[config.mk]
export PLATFORM = sky130hd
export DESIGN_NAME = bcd_lap_counter
export DESIGN_NICKNAME = d
export VERILOG_FILES = /design/src/rtl/bcd_pkg.sv /design/src/rtl/bcd_digit_cell.sv /design/src/rtl/bcd_lap_counter.sv
export SDC_FILE = /design/constraint.sdc
export NUM_CORES = 1
export LEC_CHECK = 0
export ABC_AREA = 1
export CORE_ASPECT_RATIO = 1.75
export CORE_MARGIN = 10
export CORE_UTILIZATION = 58
export DETAILED_ROUTE_END_ITERATION = 8
export HOLD_SLACK_MARGIN = 0.03
export PLACE_DENSITY_LB_ADDON = 0.2
export REMOVE_ABC_BUFFERS = 1
export SETUP_SLACK_MARGIN = 0.02
export SYNTH_ARGS = -nofsm -noshare
export SYNTH_HDL_FRONTEND = slang
export SYNTH_SLANG_ARGS = --single-unit
[constraint.sdc]
create_clock -name clk -period 5.9 [get_ports clk]
set_input_delay 0.885 -clock clk [delete_from_list [all_inputs] [get_ports clk]]
set_output_delay 0.885 -clock clk [all_outputs]
set_load 0.05 [all_outputs]
[src/rtl/bcd_pkg.sv]
// Shared definitions for the BCD lap counter: FSM state encoding, the largest
// legal BCD digit value, and the legal range of the DIGITS parameter.
// No ports; imported by bcd_digit_cell and bcd_lap_counter.
package bcd_pkg;

  typedef enum logic [1:0] {
    ST_IDLE  = 2'd0,
    ST_RUN   = 2'd1,
    ST_LAP   = 2'd2,
    ST_PAUSE = 2'd3
  } state_t;

  localparam logic [3:0] BCD_MAX = 4'd9;

  localparam int DIGITS_MIN = 1;
  localparam int DIGITS_MAX = 8;

  function automatic bit digits_ok(input int d);
    return (d >= DIGITS_MIN) && (d <= DIGITS_MAX);
  endfunction

endpackage

[src/rtl/bcd_digit_cell.sv]
// One BCD digit of the counter's step logic (purely combinational).
// Ports: digit (current value), inc/dec (direction), carry_in (this digit steps),
//        next_digit (value after the step), carry_out (digit rolled 9->0 or 0->9).
module bcd_digit_cell
  import bcd_pkg::*;
(
  input  logic [3:0] digit,
  input  logic       inc,
  input  logic       dec,
  input  logic       carry_in,
  output logic [3:0] next_digit,
  output logic       carry_out
);

  always_comb begin
    next_digit = digit;
    carry_out  = 1'b0;
    if (carry_in && inc) begin
      // Anything at or above 9 rolls over, so an illegal code can never persist.
      if (digit >= BCD_MAX) begin
        next_digit = 4'd0;
        carry_out  = 1'b1;
      end else begin
        next_digit = digit + 4'd1;
      end
    end else if (carry_in && dec) begin
      if (digit == 4'd0) begin
        next_digit = BCD_MAX;
        carry_out  = 1'b1;
      end else if (digit > BCD_MAX) begin
        next_digit = BCD_MAX;
      end else begin
        next_digit = digit - 4'd1;
      end
    end
  end

endmodule

[src/rtl/bcd_lap_counter.sv]
// Multi-digit BCD stopwatch counter with run/pause, lap capture and wrap/saturate.
// Ports: clk, reset (async active-low), tick (count strobe), start_stop, lap_split,
//        clear, down (direction); count, display, state, terminal (bound pulse).
module bcd_lap_counter
  import bcd_pkg::*;
#(
  parameter int DIGITS = 5,
  parameter int WRAP   = 1
) (
  input  logic                  clk,
  input  logic                  reset,
  input  logic                  tick,
  input  logic                  start_stop,
  input  logic                  lap_split,
  input  logic                  clear,
  input  logic                  down,
  output logic [4*DIGITS-1:0]   count,
  output logic [4*DIGITS-1:0]   display,
  output logic [1:0]            state,
  output logic                  terminal
);

  if (!digits_ok(DIGITS)) begin : g_digits_range
    $error("bcd_lap_counter: DIGITS must be in the range 1..8");
  end

  state_t              state_q, state_d;
  logic [4*DIGITS-1:0] count_q, count_d;
  logic [4*DIGITS-1:0] lap_q, lap_d;
  logic [4*DIGITS-1:0] stepped;
  logic [DIGITS:0]     carry;
  logic                term_q, term_d;
  logic                step, at_bound, lap_load, zero_load;

  // Counting is decided by the state before any coincident transition.
  assign step     = tick && ((state_q == ST_RUN) || (state_q == ST_LAP));
  assign carry[0] = step;

  for (genvar i = 0; i < DIGITS; i++) begin : g_digit
    bcd_digit_cell u_digit (
      .digit      (count_q[4*i +: 4]),
      .inc        (~down),
      .dec        (down),
      .carry_in   (carry[i]),
      .next_digit (stepped[4*i +: 4]),
      .carry_out  (carry[i+1])
    );
  end

  // A carry out of the top digit means the step crossed all-9 / all-0.
  assign at_bound = carry[DIGITS];

  // start_stop wins over lap_split, so both qualify on ~start_stop.
  assign lap_load  = ((state_q == ST_RUN) || (state_q == ST_LAP)) && !start_stop && lap_split;
  assign zero_load = (state_q == ST_PAUSE) && !start_stop && lap_split;

  // State register
  always_ff @(posedge clk or negedge reset) begin
    if (!reset) begin
      state_q <= ST_IDLE;
    end else begin
      state_q <= state_d;
    end
  end

  // Next-state logic
  always_comb begin
    state_d = state_q;
    if (clear) begin
      state_d = ST_IDLE;
    end else begin
      unique case (state_q)
        ST_IDLE:  if (start_stop) state_d = ST_RUN;
        ST_RUN:   if (start_stop) state_d = ST_PAUSE;
                  else if (lap_split) state_d = ST_LAP;
        ST_LAP:   if (start_stop) state_d = ST_PAUSE;
        ST_PAUSE: if (start_stop) state_d = ST_RUN;
                  else if (lap_split) state_d = ST_IDLE;
        default:  state_d = ST_IDLE;
      endcase
    end
  end

  // Outputs
  always_comb begin
    state   = state_q;
    display = (state_q == ST_LAP) ? lap_q : count_q;
  end

  assign count    = count_q;
  assign terminal = term_q;

  // Datapath next values
  always_comb begin
    count_d = count_q;
    // In saturate mode a step at the bound leaves the count where it is.
    if (step && !(at_bound && (WRAP == 0))) begin
      count_d = stepped;
    end
    if (zero_load || clear) begin
      count_d = '0;
    end
  end

  // The lap register takes the post-edge count so a coincident tick is included.
  always_comb begin
    lap_d = lap_q;
    if (clear) begin
      lap_d = '0;
    end else if (lap_load) begin
      lap_d = count_d;
    end
  end

  assign term_d = !clear && at_bound;

  always_ff @(posedge clk or negedge reset) begin
    if (!reset) begin
      count_q <= '0;
      lap_q   <= '0;
      term_q  <= 1'b0;
    end else begin
      count_q <= count_d;
      lap_q   <= lap_d;
      term_q  <= term_d;
    end
  end

endmodule

## After elaboration in Yosys (flattened, before gate mapping)

Cells that the tools add are included.

- Bits of input ports: 7
- Memories kept: 0
- Bits in latches: 0
- Word-level logic and storage cells: 118
- Output and inout bits: 43
- Memory bits (writable): 0
- Register bits: 43
- ROM bits: 0

- Equal/unequal tests: 7
- Reduce and logical (&&, ||, !) cells: 28
- Multiplexer cells: 58
- Shifts and indexed selects: 0
- Magnitude comparators: 10
- Bitwise gates (word level): 1
- Div/mod/pow operators: 0
- $add $sub $neg: 10
- Multipliers: 0

Operator list:

| kind | count |
|---|---|
| $mux 20 | 5 |
| $mux 4 | 25 |
| $add 4x1->4 const B | 5 |
| $ge 4x4->1 const B | 5 |
| $gt 4x4->1 const B | 5 |
| $logic_not 4->1 | 5 |
| $mux 1 | 20 |
| $sub 4x1->4 const B | 5 |
| $logic_and 1x1->1 | 16 |
| $mux 2 | 7 |
| $ne 4x4->1 const B | 2 |
| $pmux 2 s4 | 1 |
| $ne 3x3->1 const B | 2 |
| $eq 2x2->1 const B | 2 |
| $reduce_and 4->1 | 1 |
| $eq 2x1->1 const B | 1 |
| $logic_not 1->1 | 2 |
| $logic_not 2->1 | 1 |
| $logic_or 1x1->1 | 2 |
| $reduce_bool 2->1 | 1 |
| $not 1->1 | 1 |

## Depth between registers and ports, before layout

- Depth in word-level cells: 22
- Mapped depth: 14
- Mapped depth without buffers: 14

## Modules after synthesis

Synthesis repeated with hierarchy kept, for this count alone.

- Cell total of the unflattened synthesis: 546
- Area total of the unflattened synthesis: 3741.1 um^2

By module, submodules not included:

| module | area each (um^2) | cells each | seq. area each (um^2) | times used |
|---|---|---|---|---|
| bcd_lap_counter | 2296.0 | 271 | 1076.0 | 1 |
| bcd_digit_cell | 289.0 | 55 | 0.0 | 5 |

## Worst setup path before layout

OpenSTA, ideal clock, no wires.

- Kind: register -> output
- From: reg state_q[0], in the netlist state[0]
- To: out display[0]
- Data arrival time: 2365 ps
- Cell stages (with the launch flop): 5
- Buffers on the path: 1
- Required time: 5015 ps
- Setup slack: 2650 ps
- Path through: dfrtp_1 -> inv_1 -> ha_1 -> clkbuf_1 -> o21ai_0

- Longest elaborated chain between the ends: 2

Ends and longest elaborated chain:

| what | line | text |
|---|---|---|
| start: declaration | bcd_lap_counter.sv:27 | `state_t state_q, state_d;` |
| start signal: assignment | bcd_lap_counter.sv:62 | `state_q <= state_d;` |
| $eq 2x2->1 | bcd_lap_counter.sv:87 | `display = (state_q == ST_LAP) ? lap_q : count_q;` |
| $mux 20 | bcd_lap_counter.sv:87 |  |
| end: declaration | bcd_lap_counter.sv:18 | `output logic [4*DIGITS-1:0] display,` |

No other way between the ends.

## Final worst setup path

- From: reg state_q[0], in the netlist state[0]
- To: out display[9]

The elaborated chain is that of the path after synthesis.

==> results.toml <==
[worst_setup_path]
path_max_fanout = 33
cp_cell_sequence = "inv_1, ha_1, buf_4, nand2_1, o21ai_0, clkdlybuf4s50_1"
cpPeakStageDelay_ps = 840
critPathLaunch = "state[0]$_DFFE_PN0P_"
cp_data_required_time_ps = 5020
crit_path_end_kind = "output port"
worst-setup-path-type = "flop to output port"
start_kind = "flop"
cp_slowest_cell = "clkdlybuf4s50_1"
r2r-start = "state[0]$_DFFE_PN0P_"
arrival_ps = 2590

[floorplanning]
pin_count = 50
row_count = 35
dieArea_um2 = 8820
die_y_um = 117
die_w_um = 75.4
core_um2 = 5260
initial_core_util_pct = 59.3

[synth]
syn_area_um2 = 3120
ys_seq_area_share_pct = 34.5
synthCells = 421
ys_ff_latch = 43
async_flop_share_pct = 100
syn_area_per_cell_um2 = 7.41
synth_ff_type = "dfrtp_1"
synth_edf_count = 0
yosys.cell_types.count = 37
ys_warn_count = 0

[clock_network]
root_buffer = "clkbuf_8"
tritoncts_num_sinks = 43
cts_setup_buffers = 0
htreeDepth = 2
cts_buffers = 5
cts.reportedPaths.clkPinSlew_ps = 80
clock_latency_ps = 290
cts_tree = "done"
cts_resized = 0
holdBufCountCts = 0
cts_buffer_depth = 2

[grt]
overflow = 0
antenna_found_initial = 0
gr-usage-all-layers_pct = 19.5
grt_pass1_vias = 2974
grt_max_degree = 44
grt_pass1_wl_um = 13800

[final_layout]
fill_cells = 439
syn_to_final_growth_pct = 19.8
layout_common_cells = "nand2_1 (120), o21ai_0 (50), clkdlybuf4s50_1 (48)"
nets = 499
diodes = 0
finalNonFillerCells = 525
drive_gt1_share_pct = 7.02
layout_commonest_cell = "nand2_1"

[hold_path]
hold_path.class = "flop to flop"
hp-start = "lap_q[1]$_DFFE_PN0P_"

[detailed_routing]
route.top_layer_used = "met4"
met3_length_um = 335
vias_per_cell = 5.73
vias = 3006
firstDrtPassIters = 5
drt-met1-wl_um = 3160
drc = 0
drtIter0Drc = 142
routed-wl-met2_um = 4460
detail-route-antenna-nets = 0
routed_wl_um = 8100
post_drt_wl_per_cell_um = 15.4

[power_and_ir_drop]
combPwrFrac_pct = 61.8
clockPowerShare_pct = 11.6
swShare_pct = 53.6
p_switching_w = 0.000953
p_seq_share_pct = 26.6
power.static_leakage_nw = 1.79
powerDensity_nw_per_um2 = 476
ir_drop_uv = 347
power.internal_w = 0.000826

[sta]
slew_viol_final = 0
fin_crit_sh_pct = 58.9
hold_violations = 0
setup_viol = 0
maxSlewHeadroom_pct = 35.9
skew_ps = 5.98
whs_ps = 485
grt_setup_unrepaired = "no"
period_minus_slack_ps = 3480
setup_tns_ps = 0
worst_pin_slew_ps = 962
fmax_ghz = 0.288

[place]
place_congestion = 0.946
place_inst = 517
dpl.hpwl_um = 6070
port_buffers = 49

[run]
drv_cap = 0

[status]
status = "completed"
==> synthesized netlist by cell type (2+ instances only) <==
| master | count | share of area, % |
|---|---|---|
| nand2_1 | 120 | 14 |
| o21ai_0 | 50 | 8.0 |
| dfrtp_1 | 43 | 35 |
| inv_1 | 43 | 5.2 |
| nand3_1 | 29 | 4.7 |
| ha_1 | 23 | 9.2 |
| nor2_1 | 20 | 2.4 |
| a21oi_1 | 14 | 2.2 |
| nand4_1 | 13 | 2.6 |
| xor2_1 | 11 | 3.1 |
| clkbuf_1 | 6 | 0.72 |
| nand2_2 | 5 | 1.0 |
| o21ai_1 | 5 | 0.80 |
| xnor2_1 | 4 | 1.1 |
| inv_2 | 3 | 0.36 |
| nand2_4 | 3 | 1.1 |
| nor2_4 | 3 | 1.1 |
| nor3_1 | 3 | 0.48 |
| nand3_2 | 2 | 0.64 |
| nand3_4 | 2 | 1.1 |
| o211ai_1 | 2 | 0.48 |
| o21ai_2 | 2 | 0.56 |
==> worst paths after layout <==
| kind | to | slack (ps) | cells past startpoint |
|---|---|---|---|
| hold reg to reg | lap_q[1]$_DFFE_PN0P_ | 480 | 2 |
| setup / recovery | display[9] | 2420 | 6 |
| min in group asynchronous | lap_q[1]$_DFFE_PN0P_ | 740 | 1 |
| hold / removal | lap_q[1]$_DFFE_PN0P_ | 480 | 2 |
| max in group asynchronous | count[14]$_DFF_PN0_ | 4560 | 1 |
| setup reg to reg | lap_q[18]$_DFFE_PN0P_ | 3340 | 13 |
==> registers in the layout, indices dropped and copies added (netlist names) <==
name / count
state: 2
terminal: 1
lap_q: 20
count: 20
==> metal layers <==
layer,up-vias,global-route usage [%]
li1,1481,-
met1,1445,21.3
met2,67,35.8
met3,13,3.46
met4,0,6.85
met5,-,0
==> metrics by stage <==
stage | power, W | cell area [µm²] | util (%) | worst slack (ps)
3_5_place_dp | 0.00158 | 3640 | 69.2 | 2710
2_1_floorplan | 0.00124 | 3070 | - | 2460
5_1_grt | 0.00192 | 3740 | 71.1 | 2220
3_3_place_gp | 0.00155 | 3640 | 69.2 | 2840
6_report | 0.00178 | 3740 | 71.1 | 2420
4_1_cts | 0.00178 | 3740 | 71.1 | 2400
==> power by group through the flow <==
stage                     sequential (W)  clock, W  combinational [W]
after floorplan                 0.000611         0           0.000633
after global placement          0.000474         0            0.00108
after detailed placement        0.000477         0            0.00110
after CTS                       0.000471  0.000208            0.00110
after global routing            0.000486  0.000221            0.00121
final                           0.000473  0.000207            0.00110
==> cell type report <==
class / count / area, µm² / share of cell area, %
Multi-Input combinational cell: 322 / 1820 / 48.7
Sequential cell: 43 / 1080 / 28.8
Inverter: 46 / 173 / 4.62
Tap cell: 55 / 68.8 / 1.84
Clock buffer: 8 / 100 / 2.68
Timing Repair Buffer: 51 / 500 / 13.4
==> worst max-delay path: cells and delay by family, from the launching register on <==
family,cells,cell delay (ps)
flops,1,440
compound gates,1,100
buf+inv,3,1330
simple gates,1,90
fa+ha+maj,1,320
==> logic make-up after synthesis <==
family / after synthesis / share of synthesized area, %
flip-flops: 43 / 34.5
buffers and inverters: 56 / 7.18
AO/OA/AOI/OAI: 81 / 14.2
adder cells (fa/ha/maj): 23 / 9.23
XOR/XNOR: 15 / 4.21
AND/OR/NAND/NOR: 203 / 30.6
No activity file was read; power rests on OpenSTA's default activity.
==> RTL edit 1: new RTL, same flow settings <==
Set the parameter `WRAP` to 0 (it was 1).
--- a/src/rtl/bcd_lap_counter.sv
+++ b/src/rtl/bcd_lap_counter.sv
@@ -5,7 +5,7 @@
   import bcd_pkg::*;
 #(
   parameter int DIGITS = 5,
-  parameter int WRAP   = 1
+  parameter int WRAP   = 0
 ) (
   input  logic                  clk,
   input  logic                  reset,
Function: changed (Yosys sat finds a counterexample within 4 cycles, from zero or initial values and one cycle with reset low).
==> RTL edit 1 against the unedited design <==
- sequential cell count unchanged
- critical path type unchanged
- routed wire length rose by 24%
- area after synthesis up 11%
- first-iteration DRC count rose by 110%
- global-route usage up 1.7 points
- design area increased by 9.3%
- clock power grew 4%
- synthesized cell count up 20%
- power rose by 41%
- via count is 21% higher
- critical path depth did not move
- highest routed layer unchanged
- setup slack worse by 0.18 ns
==> RTL edit 1: results (changes against the unedited design) <==
| Metric | Value |
|---|---|
| Result of the run | `finished, final reports clean` |
| Port Buf Inserts | `49 (unchanged)` |
| Wire length on met1 | `3650 um (+15%)` |
| Net count reported at finish | `575 (+15%)` |
| Mapped Avg Cell Area | `6.87 um^2 (-7.2%)` |
| Routed length per placed instance | `16.1 um (+4.4%)` |
| Global-route met3 utilization | `4.69% (+1.2 points)` |
| TritonCTS Buffers | `5 (unchanged)` |
| Achievable frequency | `0.273 GHz (-5.0%)` |
| Worst clock skew | `0.0104 ns (+0.00443 ns)` |
| Pin count of the biggest net entering global routing | `44 (unchanged)` |
| Terminus of the critical flop-to-flop path | `lap_q[3]` |
| Placement Setup Slack | `2.35 ns (-0.362 ns)` |
| Share of the yosys chip area belonging to registers | `31.1% (-3.4 points)` |
| Area after detailed placement | `3990 um^2 (+9.6%)` |
| Met2 usage in global routing | `39.2% (+3.4 points)` |
| Half-perimeter wire length after placement | `7270 um (+20%)` |
| Capture point of the critical path | `display[4]` |
| Final Hold Slack | `0.488 ns (+0.00331 ns)` |
| Total length of routed met2 wires | `5370 um (+20%)` |
| Transition time of the tightest slew-check pin | `0.987 ns (+0.0246 ns)` |
| Vias | `3649 (+21%)` |
| Static Leak | `0.00201 uW (+12%)` |
| Routed via count divided by cell count | `5.85 (+2.1%)` |
| Wire length of the first global-routing pass | `16600 um (+20%)` |
| Peak fanout along the critical path | `25 (-24%)` |
| Resized cells post-CTS | `0 (unchanged)` |
| Reg-to-reg setup timing slack | `2.76 ns (-0.58 ns)` |
| Clock latency of the later-clocked register in the worst-skew pair | `0.32 ns (+0.03 ns)` |
| Drt first-iter violations | `299 (+110%)` |
| Number of cells on the worst reg-to-reg path | `14 (+1)` |
| Startpoint of the tightest hold check path | `lap_q[9]` |
| Main area contributors after synthesis | `sky130_fd_sc_hd__dfrtp_1 31%, sky130_fd_sc_hd__nand2_1 17%, sky130_fd_sc_hd__ha_1 8.3%, sky130_fd_sc_hd__nand4_1 7.6%, sky130_fd_sc_hd__o21ai_0 7.5%` |
| Final weighted congestion of routability-driven global placement | `1.01 (+6.6%)` |
| Overall fraction of global-route tracks in use | `21.2% (+1.7 points)` |
| Count of unique library cells instantiated by Yosys | `35 (-5.4%)` |
| Maximum ir drop on the vdd rail | `0.000499 V (+44%)` |
| Synth warn | `0 (unchanged)` |
| Number of placed instances, taps included | `616 (+19%)` |
| Layout cell share with drive strength beyond 1 | `6.23% (-0.79 points)` |
| Data arrival at the endpoint of the critical path | `2.78 ns (+0.19 ns)` |
| Family with the most delay on the worst path | `buffers and inverters` |
| Met1 track demand over resource | `21.6% (+0.36 points)` |
| Via count of the first global-routing pass | `3494 (+17%)` |
-- RTL edit 1: cell types whose count changed after synthesis, sizes merged, moves of 3 or more --
cell and delta:
nand3b +3, inv +6, o21ai -4, nand4 +31
clkbuf +8, nand3 -9, nand2 +34, nor2 +16
xor2 -3, a21oi -4, a31oi +3
-- RTL edit 1: kinds of logic after synthesis --
family | share of synthesized area, %
AND/OR/NAND/NOR | 37.4
AO/OA/AOI/OAI | 11.7
buffers and inverters | 7.95
flip-flops | 31.1
adder cells (fa/ha/maj) | 8.31
XOR/XNOR | 3.54
-- RTL edit 1: report_power, final --
part	leakage, uW	switching, uW	total [uW]	internal, uW
registers	0.000580	141	553	411
logic	0.00138	1210	1740	539
clock network	0.0000515	108	215	107
total	0.00201	1460	2510	1060
-- RTL edit 1: layout make-up --
type                       count  area [um^2]
clock buffer                   8          100
fill                         535         1750
inverter                      53          199
multi-input combinational    391         2110
sequential                    43         1080
tap                           78         97.6
timing repair buffer          51          500
==> RTL edit 2: new RTL, config.mk and constraints unchanged <==
Made on the original files. Make the reset (`reset`) synchronous in 2 clocked blocks. Comments in the files are not updated.
--- a/src/rtl/bcd_lap_counter.sv
+++ b/src/rtl/bcd_lap_counter.sv
@@ -55,7 +55,7 @@
   assign zero_load = (state_q == ST_PAUSE) && !start_stop && lap_split;
 
   // State register
-  always_ff @(posedge clk or negedge reset) begin
+  always_ff @(posedge clk) begin
     if (!reset) begin
       state_q <= ST_IDLE;
     end else begin
@@ -114,7 +114,7 @@
 
   assign term_d = !clear && at_bound;
 
-  always_ff @(posedge clk or negedge reset) begin
+  always_ff @(posedge clk) begin
     if (!reset) begin
       count_q <= '0;
       lap_q   <= '0;
Function: differs if reset is asserted again (counterexample within 4 cycles, from zero or initial values and one cycle with reset low); with reset held inactive, the same outputs for 4 cycles.
==> RTL edit 2 against the unedited design <==
- critical path depth is 1 lower
- design area shrank 1.3%
- synthesized cell count rose by 3.1%
- routed wire length down 0.75%
- register-to-register slack better by 0.03 ns
- setup slack improved by 0.12 ns
- global-route usage shrank 0.30 points
- worst hold slack gained 0.028 ns
- first-iteration DRC count grew 41%
- area after synthesis shrank 1.2%
- sequential cell count is the same
- critical endpoint is now display[16]
- largest cell class unchanged
- highest routed layer unchanged
Power is not compared: it rests on default switching activity, and its combinational part moved more than twofold at a synthesized area within 25%.
==> RTL edit 2: results (changes against the unedited design) <==
| Metric | Value |
|---|---|
| Result of the run | `finished, final reports clean` |
| Half-perimeter wire length after placement | `6150 um (+1.3%)` |
| Drt first-iter violations | `200 (+41%)` |
| Layout buffering overhead excluding clock cells | `13.7% (+0.32 points)` |
| Global-route met3 utilization | `3.83% (+0.37 points)` |
| Multi-Input Combinational | `320 (-0.62%)` |
| Reg-to-reg setup timing slack | `3.37 ns (+0.03 ns)` |
| Port Buf Inserts | `49 (unchanged)` |
| Router iterations before antenna repair | `4 (-1)` |
| Fraction of registers with async set or reset after synthesis | `0% (-100 points)` |
| Clock-cell share of area | `2.82% (+0.14 points)` |
| Final weighted congestion of routability-driven global placement | `0.945 (-0.16%)` |
| Post-synthesis cell count | `434 (+3.1%)` |
| Pin count of the biggest net entering global routing | `42 (-4.5%)` |
| Area taken by flip-flops and latches | `861 um^2 (-20%)` |
| Final WL | `8030 um (-0.75%)` |
| Terminus of the critical flop-to-flop path | `lap_q[19]` |
| Sequential cell count | `43 (unchanged)` |
| CLK BUF | `7 (-1)` |
| Filler Cells Inserted | `445 (+1.4%)` |
| Transition time of the tightest slew-check pin | `1.09 ns (+0.130 ns)` |
| List of most frequent post-synthesis cells | `70 x sky130_fd_sc_hd__nand2_1, 68 x sky130_fd_sc_hd__o21ai_0, 52 x sky130_fd_sc_hd__inv_1` |
| Met1 track demand over resource | `19.5% (-1.8 points)` |
| Fraction of area in multi-input gates | `52.4% (+3.7 points)` |
| Wire length of the first global-routing pass | `13600 um (-1.2%)` |
| Final Hold Slack | `0.512 ns (+0.0277 ns)` |
| Met2 usage in global routing | `35.9% (+0.14 points)` |
| Layout cell share with drive strength beyond 1 | `6.69% (-0.33 points)` |
| Worst clock skew | `0.00535 ns (-0.000627 ns)` |
| Peak fanout along the critical path | `41 (+24%)` |
| Count of unique library cells instantiated by Yosys | `33 (-11%)` |
| Overall fraction of global-route tracks in use | `19.2% (-0.30 points)` |
| Hold Crit Endpoint | `lap_q[4]` |
| Family with the most delay on the worst path | `buffers and inverters` |
| Routed via count divided by cell count | `5.82 (+1.6%)` |
| Via count of the first global-routing pass | `3106 (+4.4%)` |
| Number of placed instances, taps included | `525 (+1.5%)` |
| Routed length per placed instance | `15.1 um (-2.2%)` |
| Number of logic inverters in the finished layout | `56 (+22%)` |
| Placement Setup Slack | `2.79 ns (+0.0799 ns)` |
| Startpoint of the tightest hold check path | `lap_q[4]` |
| Share of the yosys chip area belonging to registers | `27.9% (-6.6 points)` |
| Area after detailed placement | `3580 um^2 (-1.5%)` |
| Final design instance area without fill | `3690 um^2 (-1.3%)` |
| Critical register-to-register path startpoint | `state[0]` |
| Mapped Avg Cell Area | `7.10 um^2 (-4.2%)` |
| Capture point of the critical path | `display[16]` |
| Data arrival at the endpoint of the critical path | `2.47 ns (-0.12 ns)` |
| Net count reported at finish | `509 (+2.0%)` |
[RTL edit 2: cell types whose count changed after synthesis, sizes merged, moves of 6 or more]
| cell | before | now |
|---|---|---|
| dfxtp | 0 | 43 |
| o21ai | 57 | 69 |
| a21oi | 14 | 28 |
| nor2 | 25 | 38 |
| clkbuf | 6 | 12 |
| o211ai | 2 | 10 |
| nand2 | 128 | 78 |
| inv | 46 | 54 |
| dfrtp | 43 | 0 |
[RTL edit 2: routing by layer]
| layer | wire [um] | vias up |
|---|---|---|
| li1 | - | 1540 |
| met1 | 3010 | 1447 |
| met2 | 4400 | 96 |
| met3 | 477 | 18 |
| met4 | 146 | 0 |
| met5 | 0 | - |
[RTL edit 2: cells by family (layout without fill, tap and decap cells)]
kind of cell             after synthesis  count (layout)  synth area share, %
AND/OR/NAND/NOR                      165             165                 27.5
buffers and inverters                 71             115                 9.34
XOR/XNOR                              13              13                 3.70
adder cells (fa/ha/maj)               25              25                 10.2
flip-flops                            43              43                 27.9
AO/OA/AOI/OAI                        117             117                 21.3
